===== src/rtl/int_block_matrix_multiplier_if.sv =====
// int_block_matrix_multiplier_if: start/operand/result bundle (start, i_a, i_b -> o_c, done, busy, ovf)
interface int_block_matrix_multiplier_if #(
  parameter int W = 8,
  parameter int N = 2
);
  logic start;
  logic [N*N*W-1:0] i_a;
  logic [N*N*W-1:0] i_b;
  logic [N*N*W-1:0] o_c;
  logic done;
  logic busy;
  logic ovf;
  modport master(output start, i_a, i_b, input o_c, done, busy, ovf);
  modport slave(input start, i_a, i_b, output o_c, done, busy, ovf);
endinterface


===== src/rtl/int_block_matrix_multiplier.sv =====
// int_block_matrix_multiplier: N x N C=A*B, one row per N cycles on N MAC lanes; clk, rst, bus.slave (start,i_a,i_b in; o_c,done,busy,ovf out)
module int_block_matrix_multiplier #(
  parameter int W = 8,
  parameter int N = 2,
  parameter bit SIGNED = 1'b0,
  parameter bit SAT = 1'b0
) (
  input logic clk,
  input logic rst,
  int_block_matrix_multiplier_if.slave bus
);
  localparam int AW = 2*W + $clog2(N) + 1;
  localparam int IW = $clog2(N);
  localparam logic signed [AW-1:0] HI = SIGNED ? (AW'(1) << (W-1)) - AW'(1) : (AW'(1) << W) - AW'(1);
  localparam logic signed [AW-1:0] LO = SIGNED ? -(AW'(1) << (W-1)) : '0;
  typedef enum logic {IDLE, CALC} state_t;
  state_t state;
  logic [N*N*W-1:0] a_r, b_r, c_r;
  logic [IW-1:0] i, k;
  logic done_r, busy_r, ovf_r;
  logic signed [AW-1:0] acc [N];
  logic signed [AW-1:0] sum [N];
  logic [W-1:0] cv [N];
  logic [N-1:0] of;
  logic signed [AW-1:0] a_e;
  function automatic logic signed [AW-1:0] ext(input logic [W-1:0] x);
    return SIGNED ? AW'(signed'(x)) : AW'(x);
  endfunction
  always_comb begin
    a_e = ext(a_r[(i*N+k)*W +: W]);
    for (int j = 0; j < N; j++) begin
      sum[j] = acc[j] + a_e * ext(b_r[(k*N+j)*W +: W]);
      of[j] = (sum[j] > HI) || (sum[j] < LO);
      cv[j] = !SAT ? sum[j][W-1:0] : sum[j] > HI ? HI[W-1:0] : sum[j] < LO ? LO[W-1:0] : sum[j][W-1:0];
    end
  end
  always_ff @(posedge clk) begin
    if (rst) begin
      state <= IDLE;
      a_r <= '0;
      b_r <= '0;
      c_r <= '0;
      i <= '0;
      k <= '0;
      done_r <= 1'b0;
      busy_r <= 1'b0;
      ovf_r <= 1'b0;
      for (int j = 0; j < N; j++) acc[j] <= '0;
    end else begin
      done_r <= 1'b0;
      if (state == IDLE) begin
        if (bus.start) begin
          a_r <= bus.i_a;
          b_r <= bus.i_b;
          i <= '0;
          k <= '0;
          ovf_r <= 1'b0;
          busy_r <= 1'b1;
          state <= CALC;
          for (int j = 0; j < N; j++) acc[j] <= '0;
        end
      end else if (k == IW'(N-1)) begin
        for (int j = 0; j < N; j++) begin
          c_r[(i*N+j)*W +: W] <= cv[j];
          acc[j] <= '0;
        end
        if (|of) ovf_r <= 1'b1;
        k <= '0;
        if (i == IW'(N-1)) begin
          i <= '0;
          done_r <= 1'b1;
          busy_r <= 1'b0;
          state <= IDLE;
        end else begin
          i <= i + 1'b1;
        end
      end else begin
        for (int j = 0; j < N; j++) acc[j] <= sum[j];
        k <= k + 1'b1;
      end
    end
  end
  assign bus.o_c = c_r;
  assign bus.done = done_r;
  assign bus.busy = busy_r;
  assign bus.ovf = ovf_r;
endmodule


===== src/flat_wrapper.sv =====
// flat-port wrapper written by rule: the top's interface ports become plain ports
module int_block_matrix_multiplier_flat 
#(
  parameter int W = 8,
  parameter int N = 2,
  parameter bit SIGNED = 1'b0,
  parameter bit SAT = 1'b0
)
  (clk, rst, bus_start, bus_i_a, bus_i_b, bus_o_c, bus_done, bus_busy, bus_ovf);
  int_block_matrix_multiplier_if #(.W(W), .N(N)) bus_i ();
  input logic clk;
  input logic rst;
  input wire logic [$bits(bus_i.start)-1:0] bus_start;
  input wire logic [$bits(bus_i.i_a)-1:0] bus_i_a;
  input wire logic [$bits(bus_i.i_b)-1:0] bus_i_b;
  output wire logic [$bits(bus_i.o_c)-1:0] bus_o_c;
  output wire logic [$bits(bus_i.done)-1:0] bus_done;
  output wire logic [$bits(bus_i.busy)-1:0] bus_busy;
  output wire logic [$bits(bus_i.ovf)-1:0] bus_ovf;
  assign bus_i.start = bus_start;
  assign bus_i.i_a = bus_i_a;
  assign bus_i.i_b = bus_i_b;
  assign bus_o_c = bus_i.o_c;
  assign bus_done = bus_i.done;
  assign bus_busy = bus_i.busy;
  assign bus_ovf = bus_i.ovf;
  int_block_matrix_multiplier #(.W(W), .N(N), .SIGNED(SIGNED), .SAT(SAT)) u_core (.clk(clk), .rst(rst), .bus(bus_i));
endmodule

===== config.mk =====
export PLATFORM = sky130hd
export DESIGN_NAME = int_block_matrix_multiplier_flat
export DESIGN_NICKNAME = d
export VERILOG_FILES = /design/src/rtl/int_block_matrix_multiplier_if.sv /design/src/rtl/int_block_matrix_multiplier.sv /design/src/flat_wrapper.sv
export SDC_FILE = /design/constraint.sdc
export NUM_CORES = 1
export LEC_CHECK = 0
export ABC_AREA = 1
export CAP_MARGIN = 0
export CORE_UTILIZATION = 54
export DETAILED_ROUTE_END_ITERATION = 7
export GPL_ROUTABILITY_DRIVEN = 1
export HOLD_SLACK_MARGIN = 0.03
export PLACE_DENSITY = 0.78
export SKIP_LAST_GASP = 1
export SYNTH_ARGS = -nofsm -noshare
export SYNTH_HDL_FRONTEND = slang
export SYNTH_SLANG_ARGS = --single-unit

===== constraint.sdc =====
create_clock -name clk -period 6 [get_ports clk]
set_input_delay 0.9 -clock clk [delete_from_list [all_inputs] [get_ports clk]]
set_output_delay 0.9 -clock clk [all_outputs]
set_load 0.03 [all_outputs]

-- Word level (Yosys, flattened, before mapping)
Memory sizes are Yosys's and may differ from the RTL's.
Cells that the tools add are included.
W data, S select, Z words.
- bits in registers: 102
- RAM bits: 36
- input bits: 67
- logic and storage cells: 92
- memories kept: 1
- memories (memory ; words ; bits a word ; read ports ; clocked after memory_dff ; write ports ; RTL line ; text):
    u_core.acc ; 2 ; 18 ; 2 ; 0 ; 2 ; int_block_matrix_multiplier.sv:21 ; logic signed [AW-1:0] acc [N];
- $add $sub $neg: 9
- multipliers: 2
- order comparisons: 4
- eq/ne operators: 3
- shift operators: 7
- mux-type cells: 39
- bitwise operators: 8
- reductions and logical operators: 10
- operator list (cell ; number):
    $mux W18 ; 6
    $shift A8 B34 Y32 const A ; 2
    $shiftx A8 B34 Y32 ; 2
    $shiftx A32 B33 Y8 ; 2
    $bwmux W32 ; 2
    $add A18 B18 Y18 ; 2
    $gt A18 B9 Y1 const B ; 2
    $lt A18 B1 Y1 const B ; 2
    $neg A32 Y34 ; 1
    $neg A5 Y34 ; 1
    $mul A8 B8 Y16 ; 2
    $shiftx A32 B6 Y8 ; 1
    $mux W1 ; 31
    $add A2 B1 Y3 const B ; 2
    $ne A2 B2 Y1 const B ; 3
    $or A1 B1 Y1 ; 6
    $reduce_and A2 Y1 ; 3
    $reduce_and A3 Y1 ; 2
    $add A2 B1 Y3 ; 1
    $reduce_or A3 Y1 ; 1
    $add A1 B1 Y1 const B ; 2
    $logic_or A1 B1 Y1 ; 2
    $not A1 Y1 ; 2
    $reduce_bool A2 Y1 ; 1
    $reduce_or A2 Y1 ; 1

-- Longest topological paths before layout
- depth in word-level cells: 10
- depth in mapped cells: 39
- mapped depth without buffers: 37

-- Least setup slack after synthesis
No wires, ideal clock.
- kind: register to register
- from: register u_core.k
- to: register u_core.ovf_r, in the netlist u_core.bus.ovf
- library setup time: 0.114 ns
- data arrival time: 5.844 ns
- required time: 5.886 ns
- path slack: 0.043 ns
- stages on the path, launching flop included: 38
- clock period less this slack: 5.957 ns
- cells stage by stage: dfxtp_1 buf_2 buf_2 nand2_1 nand3_1 nand2_1 buf_2 nor2_1 fa_1 fa_1 fa_1 inv_1 fa_1 inv_1 ha_1 a21oi_1 o21ai_0 a21oi_1 [2 not listed] nor2_1 nor2_1 xor2_1 ha_1 nand2_1 inv_1 nand2_1 nand2_1 a21oi_1 nand2_1 nand2_1 nand2_1 nor2_1 nand3_1 nor2_1 nand2_1 nand2_1 a21oi_2
- word-level cells in the longest chain between the ends: 9
- elaborated cells between the ends (all ways): 19
- classes of those cells: add/sub (4); mul (2); order compare (4); eq/ne (2); shift (3); reduce/logical (4)
- ends and longest elaborated chain (element ; RTL line ; text):
    from (decl) ; int_block_matrix_multiplier.sv:19 ; logic [IW-1:0] i, k;
    from (signal assigned) ; int_block_matrix_multiplier.sv:79 ; k <= k + 1'b1;
    $add A2 B1 Y3 (on tied branches) ; int_block_matrix_multiplier.sv:30, int_block_matrix_multiplier.sv:32 ;
    $shiftx A32 B33 Y8 (on tied branches) ; int_block_matrix_multiplier.sv:30, int_block_matrix_multiplier.sv:32 ;
    $mul A8 B8 Y16 ; int_block_matrix_multiplier.sv:32 ; sum[j] = acc[j] + a_e * ext(b_r[(k*N+j)*W +: W]);
    $add A18 B18 Y18 ; int_block_matrix_multiplier.sv:32 ;
    $gt A18 B9 Y1 / $lt A18 B1 Y1 (equally long branches) ; int_block_matrix_multiplier.sv:33 ; of[j] = (sum[j] > HI) || (sum[j] < LO);
    $logic_or A1 B1 Y1 ; int_block_matrix_multiplier.sv:33 ;
    $reduce_or A2 Y1 ; int_block_matrix_multiplier.sv:67 ; if (|of) ovf_r <= 1'b1;
    $ne A2 B2 Y1 (no source line) ; - ;
    $reduce_and A3 Y1 (no source line) * ; - ;
    to (signal assigned) ; int_block_matrix_multiplier.sv:47 ; ovf_r <= 1'b0;
    to (signal assigned) ; int_block_matrix_multiplier.sv:57 ; ovf_r <= 1'b0;
    to (signal assigned) ; int_block_matrix_multiplier.sv:67 ;
    to (decl) ; int_block_matrix_multiplier.sv:20 ; logic done_r, busy_r, ovf_r;
Mark *: on every way between the ends. The rest lies on a longest branch, timed or not.
A chain may end at the register's enable or synchronous reset.

-- Worst setup path after layout
Same ends and word-level chain as after synthesis.

==> results.py <==
metrics = {
    "run_status": {
        "status": "finished with violations",
        "violations": "negative setup slack",
    },
    "cells_and_area": {
        "final_common_cell": "nand2_1",
        "finalNetCount": 2076,
        "antenna_cells": 0,
        "area_growth_pct": 32.3,
        "fin_util_pct": 73.7,
        "final_cell_mix": "280 x nand2_1, 268 x nor2_1, 256 x inv_1",
        "drive_above_1_share_pct": 20.0,
        "fin_area_sq_um": 15100,
    },
    "placement": {
        "io_buffers": 101,
        "place_congestion": 0.923,
        "postPlaceCellArea_sq_um": 13600,
        "dp_hpwl_um": 23300,
    },
    "power": {
        "ir_drop_v": 0.000172,
        "powerDensity_nw_per_um2": 249,
        "p_leak_nw": 7.62,
    },
    "setup_path": {
        "cp_top_family": "adder cells",
        "reg2reg_depth": 35,
        "slowest_stage": "fa_1",
        "r2r_slack_ns": -0.15,
        "arrival_ns": 6.45,
        "required_ns": 6.30,
        "timing.rr.start": "u_core.k",
        "worstSetupStartpointType": "flip-flop",
        "rr_endpoint": "u_core.bus.ovf",
        "worstSetupPathType": "flip-flop to flip-flop",
        "cp-end-kind": "flip-flop",
        "crit_buf_inv": 7,
        "slowest_delay_ns": 0.56,
        "crit_path_max_fanout": 19,
    },
    "synth": {
        "netlist_area_sq_um": 11400,
        "yosysTopAreaCell": "dfxtp_1",
        "ys_seq_area_share_pct": 27.4,
        "synth_cell_types": 32,
        "synth_seq_cells": 138,
        "syn_inst": 1586,
        "syn_nets": 1831,
        "synth_top_area_share_pct": 17.9,
        "synth_area_leaders": "dfxtp_1 18%, fa_1 13%, ha_1 11%, nand2_1 10%, nor2_1 9.6%",
        "yosysWarningCount": 0,
        "postSynthAreaPerCell_sq_um": 7.19,
    },
    "worst_hold_path": {
        "hold_depth": 2,
        "holdPathEnd": "u_core.b_r[13]",
        "hold_start": "u_core.b_r[13]",
        "min_path_type": "flip-flop to flip-flop",
    },
    "drt": {
        "drt_iter0_markers": 715,
        "vias": 11200,
        "ant_nets": 0,
        "vias_per_cell": 5.30,
        "finalWirelength_um": 32900,
        "firstDrtPassIters": 6,
        "wl_per_cell_um": 15.6,
        "post-route-drc-count": 0,
    },
    "grt": {
        "grt_max_degree": 97,
        "grt_pass1_wl_um": 50800,
        "grt_usage_pct": 29.5,
        "antenna_found_initial": 0,
        "grt_pass1_vias": 10900,
        "grt_overflow": 0,
    },
    "timing": {
        "setup_viol": 2,
        "clock.fmax_mhz": 163,
        "setup_tns_ns": -0.175,
        "hold_viol_final": 0,
        "period_minus_slack_ns": 6.15,
        "relSlewSlack_pct": 24.0,
        "tightestPinTransition_ns": 1.14,
        "period_share_pct": 103,
        "rsz0062_at_grt": "yes",
        "final_max_slew_viol_count": 0,
        "worst_slack_ns": -0.154,
        "fin_worst_skew_ns": 0.0134,
    },
    "floorplan": {
        "dieArea_sq_um": 21700,
        "row_count": 52,
        "core_sq_um": 20500,
        "start_util_pct": 55.7,
        "die_h_um": 147,
        "die_w_um": 147,
        "io-pin-count": 102,
    },
    "clock_network": {
        "h-tree-depth": 4,
        "clockRootBuffer": "clkbuf_16",
        "clkSlewWorstSetupHoldPaths_ns": 0.07,
        "clk_latency_ns": 0.44,
        "clockBufferDepth": 2,
        "cts_hold_buf": 0,
        "cts_num_sinks": 138,
        "numCtsBuffers": 17,
        "cts_tree": "yes",
    },
    "run": {
        "drv_cap": 0,
    },
}
Yosys cell counts:
| cell type | n |
|---|---|
| nand3_1 | 69 |
| a21oi_1 | 73 |
| nand3_2 | 3 |
| o211ai_1 | 13 |
| or2_2 | 11 |
| o21ai_1 | 11 |
| a21oi_4 | 1 |
| nor2_1 | 292 |
| edfxtp_1 | 36 |
| ha_1 | 104 |
| nor3_1 | 5 |
| xnor2_1 | 9 |
| a21oi_2 | 2 |
| inv_2 | 3 |
| fa_1 | 74 |
| nor3_2 | 2 |
| nand2_1 | 307 |
| nand3b_1 | 4 |
| inv_1 | 274 |
| a22oi_1 | 1 |
| nand2_2 | 8 |
| nand4_1 | 5 |
| a211oi_1 | 3 |
| o21ai_0 | 94 |
| nor2_2 | 2 |
| dfxtp_1 | 102 |
| xor2_1 | 23 |
| or2_4 | 1 |
| buf_2 | 16 |
| and2_1 | 4 |
| clkbuf_1 | 30 |
| mux2i_1 | 4 |
per-stage QoR:
stage               setup WS (ns)  hold slack [ns]  instances  total power [mW]
global route               -0.555            0.497       2114              3.98
CTS                       -0.0340            0.459       2092              3.64
global placement           -0.303            0.437       2046              2.49
detailed placement         -0.441            0.441       2046              2.52
finish                     -0.154            0.479       2114              3.76
floorplan                  0.0426            0.424       1586              1.95
worst min-delay path, cell delays in order (launching register included):
cell and delay, ns:
dfxtp_1 0.30, inv_1 0.07, a21oi_1 0.06
timing repair:
action                                  in CTS  in global routing
pin swaps                                   46                 65
resized for setup                           86                 90
cloned                                       0                  1
endpoints found under the setup margin      11                 12
buffers inserted                            14                 22
flip-flops by register name, indices dropped and copies added, names as in the netlist:
register	cells
u_core.acc	36
u_core.a_r	32
u_core.b_r	32
u_core.bus.o_c	32
u_core.bus.busy	1
u_core.bus.done	1
u_core.bus.ovf	1
u_core.i	1
u_core.k	1
u_core.state	1
logic make-up (layout without fill, tap and decap cells):
logic type	after synthesis	in the layout	synth area share (%)
compound gates	198	198	9.23
mux	4	4	0.351
fa+ha+maj	178	178	24.4
simple gates	713	713	25.4
xor+xnor	32	32	2.46
flops	138	138	27.4
buf+inv	323	581	10.8
worst max-delay path by stage:
stage / from / to / slack, ns / cells past startpoint
5_1_grt: u_core.k / u_core.bus.ovf / -0.56 / 37
2_1_floorplan: u_core.k / u_core.bus.ovf / 0.04 / 37
3_5_place_dp: u_core.k / u_core.bus.ovf / -0.44 / 34
4_1_cts: u_core.k / u_core.bus.ovf / -0.03 / 38
3_3_place_gp: u_core.k / u_core.bus.ovf / -0.30 / 32
6_report: u_core.k / u_core.bus.ovf / -0.15 / 35
power breakdown:
part / leakage, nW / internal (mW) / switching (mW)
clock: 0.268 / 0.546 / 0.491
combinational: 6.10 / 0.697 / 0.964
sequential: 1.25 / 1.03 / 0.0380
total: 7.62 / 2.27 / 1.49
metal layers:
layer	track usage (%)	part of all wire (%)	vias to the layer above
li1	-	-	5431
met1	37.6	42	5225
met2	49.1	47	447
met3	5.71	7.1	94
met4	12.0	3.5	0
met5	0	0	-
area by class of cell:
class,instances,area [sq um]
Clock inverter,15,133
Timing Repair Buffer,272,2410
Clock buffer,17,425
Inverter,277,1050
Sequential cell,138,3130
Fill cell,1473,5400
Multi-Input combinational cell,1125,7620
Tap cell,270,338
Power figures use the tool's default switching activity.
